$ cat config.mk
export PLATFORM = sky130hd
export DESIGN_NAME = ppu_cpu_regs_flat
export DESIGN_NICKNAME = d
export VERILOG_FILES = /design/src/rtl/ppu_cpu_regs_if.sv /design/src/rtl/ppu_cpu_regs.sv /design/src/flat_wrapper.sv
export SDC_FILE = /design/constraint.sdc
export NUM_CORES = 1
export LEC_CHECK = 0
export CAP_MARGIN = 40
export CORE_MARGIN = 3
export CORE_UTILIZATION = 51
export DETAILED_ROUTE_END_ITERATION = 16
export GPL_ROUTABILITY_DRIVEN = 0
export PLACE_DENSITY_LB_ADDON = 0.1
export SKIP_CTS_REPAIR_TIMING = 1
export SYNTH_ARGS = -nofsm -noshare
export SYNTH_HDL_FRONTEND = slang
export SYNTH_SLANG_ARGS = --single-unit
$ cat constraint.sdc
create_clock -name CLK -period 3.6 [get_ports CLK]
set_clock_uncertainty 0.1 [all_clocks]
set_input_delay 0.72 -clock CLK [delete_from_list [all_inputs] [get_ports CLK]]
set_output_delay 0.72 -clock CLK [all_outputs]
set_load 0.02 [all_outputs]
$ cat src/rtl/ppu_cpu_regs_if.sv
// CPU-side register bus between the 6502 core and the PPU register block.
// The CPU drives select/data/strobes; the PPU answers with read data.
interface ppu_cpu_regs_if;
  logic [2:0] addr;
  logic [7:0] ppu_reg_data;
  logic       ppu_reg_w;
  logic       ppu_reg_r;
  logic [7:0] reg_data_out;

  modport master (
    output addr, ppu_reg_data,
    output ppu_reg_w, ppu_reg_r,
    input  reg_data_out
  );

  modport slave (
    input  addr, ppu_reg_data,
    input  ppu_reg_w, ppu_reg_r,
    output reg_data_out
  );
endinterface

$ cat src/rtl/ppu_cpu_regs.sv
// PPU register file ($2000-$2007): control, status, scroll, OAM/VRAM
// address ports, PPUDATA read buffer and NMI generation.
module ppu_cpu_regs #(
  parameter int VRAM_AW = 14,
  parameter int OAM_AW  = 8
) (
  input  logic               CLK,
  input  logic               RESET_n,
  ppu_cpu_regs_if.slave      bus,
  output logic               nmi_n,
  input  logic               vblank_set,
  input  logic               vblank_clr,
  input  logic               spr0_hit,
  input  logic               spr_ovf,
  output logic [7:0]         ppu_ctrl,
  output logic [7:0]         ppu_mask,
  output logic [7:0]         scroll_x,
  output logic [7:0]         scroll_y,
  output logic [VRAM_AW-1:0] vram_addr,
  output logic [7:0]         vram_wdata,
  output logic               vram_we,
  output logic               vram_re,
  input  logic [7:0]         vram_rdata,
  output logic [OAM_AW-1:0]  oam_addr,
  output logic [7:0]         oam_wdata,
  output logic               oam_we,
  input  logic [7:0]         oam_rdata
);

  typedef enum logic [1:0] {
    IDLE  = 2'd0,
    FETCH = 2'd1,
    CAPT  = 2'd2
  } state_e;

  state_e             state_q;
  logic [7:0]         ctrl_q, mask_q;
  logic [7:0]         sx_q, sy_q;
  logic [7:0]         latch_q, buf_q;
  logic               vbl_q, spr0_q, ovf_q;
  logic               toggle_q, nmi_n_q;
  logic [5:0]         hi_q;
  logic [VRAM_AW-1:0] vaddr_q, vaddr_d;
  logic [7:0]         vwdata_q, owdata_q;
  logic               vwe_q, owe_q;
  logic [OAM_AW-1:0]  oaddr_q;
  logic               vbl_d;
  logic [7:0]         ctrl_d;

  logic [7:0] data;
  logic [7:0] asel, ws, rs;
  logic       wr, rd;
  logic [VRAM_AW-1:0] inc;

  assign data = bus.ppu_reg_data;
  assign wr   = bus.ppu_reg_w;
  // a simultaneous write masks every read side effect
  assign rd   = bus.ppu_reg_r & ~bus.ppu_reg_w;
  assign asel = 8'b1 << bus.addr;
  assign ws   = asel & {8{wr}};
  assign rs   = asel & {8{rd}};
  assign inc  = ctrl_q[2] ? VRAM_AW'(32) : VRAM_AW'(1);

  assign vram_re = rs[7] & (state_q == IDLE);

  always_comb begin
    bus.reg_data_out = latch_q;
    unique case (1'b1)
      asel[2]: bus.reg_data_out =
                 {vbl_q, spr0_q, ovf_q, latch_q[4:0]};
      asel[4]: bus.reg_data_out = oam_rdata;
      asel[7]: bus.reg_data_out = buf_q;
      default: ;
    endcase
  end

  always_comb begin
    vbl_d = vbl_q;
    if (vblank_clr | rs[2]) vbl_d = 1'b0;
    if (vblank_set)         vbl_d = 1'b1;
    ctrl_d = ws[0] ? data : ctrl_q;
  end

  // write and fetch increments can overlap when accesses crowd
  always_comb begin
    vaddr_d = vaddr_q;
    if (vwe_q)             vaddr_d = vaddr_d + inc;
    if (state_q == FETCH)  vaddr_d = vaddr_d + inc;
    if (ws[6] & toggle_q)  vaddr_d = VRAM_AW'({hi_q, data});
  end

  always_ff @(posedge CLK or negedge RESET_n) begin
    if (!RESET_n) begin
      state_q  <= IDLE;
      ctrl_q   <= '0;
      mask_q   <= '0;
      sx_q     <= '0;
      sy_q     <= '0;
      latch_q  <= '0;
      buf_q    <= '0;
      vbl_q    <= 1'b0;
      spr0_q   <= 1'b0;
      ovf_q    <= 1'b0;
      toggle_q <= 1'b0;
      nmi_n_q  <= 1'b1;
      hi_q     <= '0;
      vaddr_q  <= '0;
      vwdata_q <= '0;
      owdata_q <= '0;
      vwe_q    <= 1'b0;
      owe_q    <= 1'b0;
      oaddr_q  <= '0;
    end else begin
      if (wr) latch_q <= data;
      ctrl_q  <= ctrl_d;
      if (ws[1]) mask_q <= data;
      vbl_q   <= vbl_d;
      nmi_n_q <= ~(vbl_d & ctrl_d[7]);
      if (spr0_hit)        spr0_q <= 1'b1;
      else if (vblank_clr) spr0_q <= 1'b0;
      if (spr_ovf)         ovf_q <= 1'b1;
      else if (vblank_clr) ovf_q <= 1'b0;

      if (rs[2])              toggle_q <= 1'b0;
      else if (ws[5] | ws[6]) toggle_q <= ~toggle_q;
      if (ws[5] & ~toggle_q)  sx_q <= data;
      if (ws[5] &  toggle_q)  sy_q <= data;
      if (ws[6] & ~toggle_q)  hi_q <= data[5:0];
      vaddr_q <= vaddr_d;

      vwe_q <= ws[7];
      if (ws[7]) vwdata_q <= data;
      owe_q <= ws[4];
      if (ws[4]) owdata_q <= data;
      if (ws[3])      oaddr_q <= OAM_AW'(data);
      else if (owe_q) oaddr_q <= oaddr_q + OAM_AW'(1);

      case (state_q)
        IDLE:  if (vram_re) state_q <= FETCH;
        FETCH: begin
          buf_q   <= vram_rdata;
          state_q <= CAPT;
        end
        CAPT:    state_q <= IDLE;
        default: state_q <= IDLE;
      endcase
    end
  end

  assign nmi_n      = nmi_n_q;
  assign ppu_ctrl   = ctrl_q;
  assign ppu_mask   = mask_q;
  assign scroll_x   = sx_q;
  assign scroll_y   = sy_q;
  assign vram_addr  = vaddr_q;
  assign vram_wdata = vwdata_q;
  assign vram_we    = vwe_q;
  assign oam_addr   = oaddr_q;
  assign oam_wdata  = owdata_q;
  assign oam_we     = owe_q;

endmodule

$ cat src/flat_wrapper.sv
// flat-port wrapper written by rule: the top's interface ports become plain ports
module ppu_cpu_regs_flat 
#(
  parameter int VRAM_AW = 14,
  parameter int OAM_AW  = 8
)
  (CLK, RESET_n, nmi_n, vblank_set, vblank_clr, spr0_hit, spr_ovf, ppu_ctrl, ppu_mask, scroll_x, scroll_y, vram_addr, vram_wdata, vram_we, vram_re, vram_rdata, oam_addr, oam_wdata, oam_we, oam_rdata, bus_addr, bus_ppu_reg_data, bus_ppu_reg_w, bus_ppu_reg_r, bus_reg_data_out);
  ppu_cpu_regs_if bus_i ();
  input  logic CLK;
  input  logic RESET_n;
  output logic nmi_n;
  input  logic vblank_set;
  input  logic vblank_clr;
  input  logic spr0_hit;
  input  logic spr_ovf;
  output logic [7:0] ppu_ctrl;
  output logic [7:0] ppu_mask;
  output logic [7:0] scroll_x;
  output logic [7:0] scroll_y;
  output logic [VRAM_AW-1:0] vram_addr;
  output logic [7:0] vram_wdata;
  output logic vram_we;
  output logic vram_re;
  input  logic [7:0] vram_rdata;
  output logic [OAM_AW-1:0] oam_addr;
  output logic [7:0] oam_wdata;
  output logic oam_we;
  input  logic [7:0] oam_rdata;
  input wire logic [$bits(bus_i.addr)-1:0] bus_addr;
  input wire logic [$bits(bus_i.ppu_reg_data)-1:0] bus_ppu_reg_data;
  input wire logic [$bits(bus_i.ppu_reg_w)-1:0] bus_ppu_reg_w;
  input wire logic [$bits(bus_i.ppu_reg_r)-1:0] bus_ppu_reg_r;
  output wire logic [$bits(bus_i.reg_data_out)-1:0] bus_reg_data_out;
  assign bus_i.addr = bus_addr;
  assign bus_i.ppu_reg_data = bus_ppu_reg_data;
  assign bus_i.ppu_reg_w = bus_ppu_reg_w;
  assign bus_i.ppu_reg_r = bus_ppu_reg_r;
  assign bus_reg_data_out = bus_i.reg_data_out;
  ppu_cpu_regs #(.VRAM_AW(VRAM_AW), .OAM_AW(OAM_AW)) u_core (.CLK(CLK), .RESET_n(RESET_n), .bus(bus_i), .nmi_n(nmi_n), .vblank_set(vblank_set), .vblank_clr(vblank_clr), .spr0_hit(spr0_hit), .spr_ovf(spr_ovf), .ppu_ctrl(ppu_ctrl), .ppu_mask(ppu_mask), .scroll_x(scroll_x), .scroll_y(scroll_y), .vram_addr(vram_addr), .vram_wdata(vram_wdata), .vram_we(vram_we), .vram_re(vram_re), .vram_rdata(vram_rdata), .oam_addr(oam_addr), .oam_wdata(oam_wdata), .oam_we(oam_we), .oam_rdata(oam_rdata));
endmodule
==> results.json, run 1 <==
{
  "insertion_delay_ns": 0.38,
  "multi_input_area_mm2": 0.00240,
  "crit_top_cell": "clkdlybuf4s50_1",
  "dp_hpwl_um": 9170,
  "endpoint_kind": "output port",
  "avgRoutedWirePerCell_um": 17.3,
  "cts.sinks": 101,
  "tritoncts": "built",
  "htree_levels": 3,
  "syn_area_mm2": 0.00509,
  "drt_iter0_drc": 167,
  "cp_cell_sequence": "clkdlybuf4s50_1 -> buf_12 -> nand2_1 -> a21oi_1 -> o22ai_1 -> nor2_1 -> clkdlybuf4s50_1",
  "yosys-top-cells-area": "dfrtp_1, mux2_2, nand2_1",
  "slowest_stage": "clkdlybuf4s50_1",
  "crit_arrival_ns": 2.56,
  "synth-seq-cells": 101,
  "via_count": 4148,
  "firstDrtPassIters": 4,
  "path_clk_slew_ns": 0.09,
  "rrSetupSlack_ns": 0.60,
  "cp_max_fo": 31,
  "dieArea_mm2": 0.0112,
  "routed_wl_um": 12900,
  "max_stage_delay_ns": 0.61,
  "grt_usage_pct": 24.2,
  "crit_buf_inv": 3,
  "ios": 117,
  "cp_top_family": "buffers and inverters",
  "port_buffers": 116,
  "pwr_density_cell_mw_per_mm2": 637,
  "die-width_um": 106,
  "ys_async_sr_fraction_pct": 100,
  "reg2reg_depth": 12,
  "n_fill_cell": 788,
  "ys_warn_count": 0,
  "fin_crit_ns": 3.38,
  "synthCells": 501,
  "status": "finished, final reports clean",
  "synth_top_cell_area_share_pct": 49.2,
  "synth_largest_area_cell": "dfrtp_1",
  "grt_max_degree": 53,
  "worst_ep_required_time_ns": 2.78,
  "syn_to_final_growth_pct": 29.2,
  "grt_antenna_before_repair": 0,
  "antennaDiodeCount": 0,
  "cts_buffer_depth": 2,
  "worstSetupEndpoint": "bus_reg_data_out[5]",
  "overflow": 0,
  "drcViolationCount": 0,
  "grt_pass1_vias": 4192,
  "finalSetupViolations": 0,
  "final_nets": 654,
  "worst-path-stages": 7,
  "synthDistinctLibCells": 59,
  "drive_gt1_share_pct": 15.2,
  "initial_utilization_pct": 53.8,
  "cp-start-kind": "input port",
  "synthFlopType": "dfrtp_1",
  "drtAntennaViolNets": 0,
  "r2r-start": "u_core.ppu_ctrl[2]$_DFFE_PN0P_",
  "rsz0062_at_grt": "no",
  "critical_path_class": "in -> out",
  "syn-num-nets": 543,
  "max_slew_margin_pct": 51.4,
  "finalHoldViolations": 0,
  "syn_avg_cell_area_um2": 10.2,
  "slew_viol_final": 0,
  "startpoint": "bus_addr[2]",
  "grt_first_pass_wirelength_um": 21400,
  "fmax_mhz": 296,
  "vias_per_cell": 5.56,
  "reg2reg_to": "u_core.vram_addr[8]$_DFF_PN0_",
  "synth-seq-area-share_pct": 49.7,
  "vdd_ir_drop_max_mv": 0.497,
  "numCtsBuffers": 9,
  "die_h_um": 106,
  "hold_class": "in -> async",
  "p_leak_nw": 2.78,
  "synth_edf_count": 0,
  "core_mm2": 0.00946,
  "seq_area_mm2": 0.00253,
  "worst_pin_slew_ns": 0.725,
  "cap_violations": 0,
  "power_mw": 4.19,
  "tns_ns": 0,
  "root_buffer": "clkbuf_8",
  "placementRows": 35,
  "post-route-period-util_pct": 93.8
}
[sequential cells by signal, summed over array words and instances (netlist names)]
signal and flops:
u_core.spr0_q 1, u_core.vram_addr 14, u_core.buf_q 8, u_core.vbl_q 1, u_core.vram_we 1, u_core.nmi_n 1, u_core.hi_q 6, u_core.scroll_x 8
u_core.ppu_ctrl 8, u_core.latch_q 8, u_core.oam_wdata 8, u_core.toggle_q 1, u_core.scroll_y 8, u_core.vram_wdata 8, u_core.oam_we 1, u_core.ppu_mask 8
u_core.oam_addr 8, u_core.ovf_q 1, u_core.state_q 2
[logic make-up (layout without fill, tap and decap cells)]
logic type	Yosys count	count (layout)	share of synthesized area, %
xor gates and xnor gates	27	27	4.94
DFF	101	101	49.7
AOI/OAI and AO/OA	82	82	10.3
buffers and inverters	37	153	3.07
and+or+nand+nor	190	190	17.9
adders and majority gates	7	7	1.72
muxes	57	57	12.4
[synthesized netlist by cell type, types with 3 or more instances]
cell type / instances
o22ai_1: 4
nor3_1: 4
nand3b_1: 5
mux2i_1: 8
inv_1: 9
and3_1: 4
xor2_1: 14
nand2_1: 94
nor3_2: 3
clkbuf_1: 19
nand3_1: 17
dfrtp_1: 100
o21ai_0: 29
o21ai_1: 3
xnor2_1: 11
mux2_2: 49
nand4_1: 8
nand2b_1: 8
a21oi_1: 22
nand4b_1: 5
ha_1: 7
nor2_1: 28
a22oi_1: 3
buf_1: 3
[area by class of cell]
cell class / count / share of cell area, %
tap: 129 / 2.46
inverter: 11 / 0.628
clock buffer: 9 / 1.88
timing repair buffer: 126 / 19.1
sequential: 101 / 38.5
clock inverter: 7 / 0.856
multi-input combinational: 363 / 36.6
[routing by layer]
| metal | part of all wire [%] | GRT usage [%] |
|---|---|---|
| met1 | 44 | 32.1 |
| met2 | 47 | 38.5 |
| met3 | 8.2 | 8.38 |
| met4 | 0.93 | 5.74 |
| met5 | 0 | 0 |
[metrics by stage]
step                      std cells  worst slack (ns)  hold WS, ns  util, %  instance area, µm²
after floorplan                 501             0.574        0.324        -                5090
after global placement          730             0.254        0.356     67.6                6390
after detailed placement        730             0.219        0.357     67.6                6390
after CTS                       746             0.223        0.276     69.5                6570
after global routing            746             0.112        0.282     69.5                6570
final                           746             0.223        0.272     69.5                6570
[worst register-to-register path, delay by kind of cell (launching register included)]
kind | cells | cell delay [ns]
AOI/OAI and AO/OA | 5 | 0.80
adders and majority gates | 2 | 0.67
xor gates and xnor gates | 2 | 0.36
and+or+nand+nor | 2 | 0.38
DFF | 1 | 0.46
buffers and inverters | 1 | 0.13
[where the power goes]
part | leakage (nW) | internal [mW] | switching (mW)
Sequential | 1.21 | 1.44 | 0.311
Combinational | 1.47 | 0.872 | 0.888
Clock | 0.0895 | 0.261 | 0.415
Total | 2.78 | 2.57 | 1.61
[cells in the final DEF (no fill, tap or decap), drive strengths merged, types with 5 or more instances in the layout]
master	n
clkdlybuf4s50	115
dfrtp	100
nand2	95
mux2	49
o21ai	33
nor2	29
a21oi	22
nand3	17
xor2	16
inv	13
xnor2	11
buf	11
clkbuf	9
nand4	9
mux2i	8
nand2b	8
ha	7
nor3	7
nand3b	5
nand4b	5
[worst min-delay path by stage]
stage                                          endpoint                           from  depth (start not counted)
after floorplan             u_core.buf_q[0]$_DFFE_PN0N_                        RESET_n                          0
after global placement    u_core.state_q[0]$_DFFE_PN0P_  u_core.state_q[1]$_DFFE_PN0P_                          1
after detailed placement  u_core.state_q[0]$_DFFE_PN0P_  u_core.state_q[1]$_DFFE_PN0P_                          1
after CTS                   u_core.toggle_q$_DFFE_PN0P_                        RESET_n                          1
after global routing        u_core.toggle_q$_DFFE_PN0P_                        RESET_n                          1
final                       u_core.buf_q[3]$_DFFE_PN0N_                        RESET_n                          1
Power figures use the tool's default switching activity.
==> inputs of run 2 (changes only) <==
Settings changed: SLEW_MARGIN set to 0.
==> results of run 2 <==
The final DEF is identical to that of run 1; final timing and power are the same.
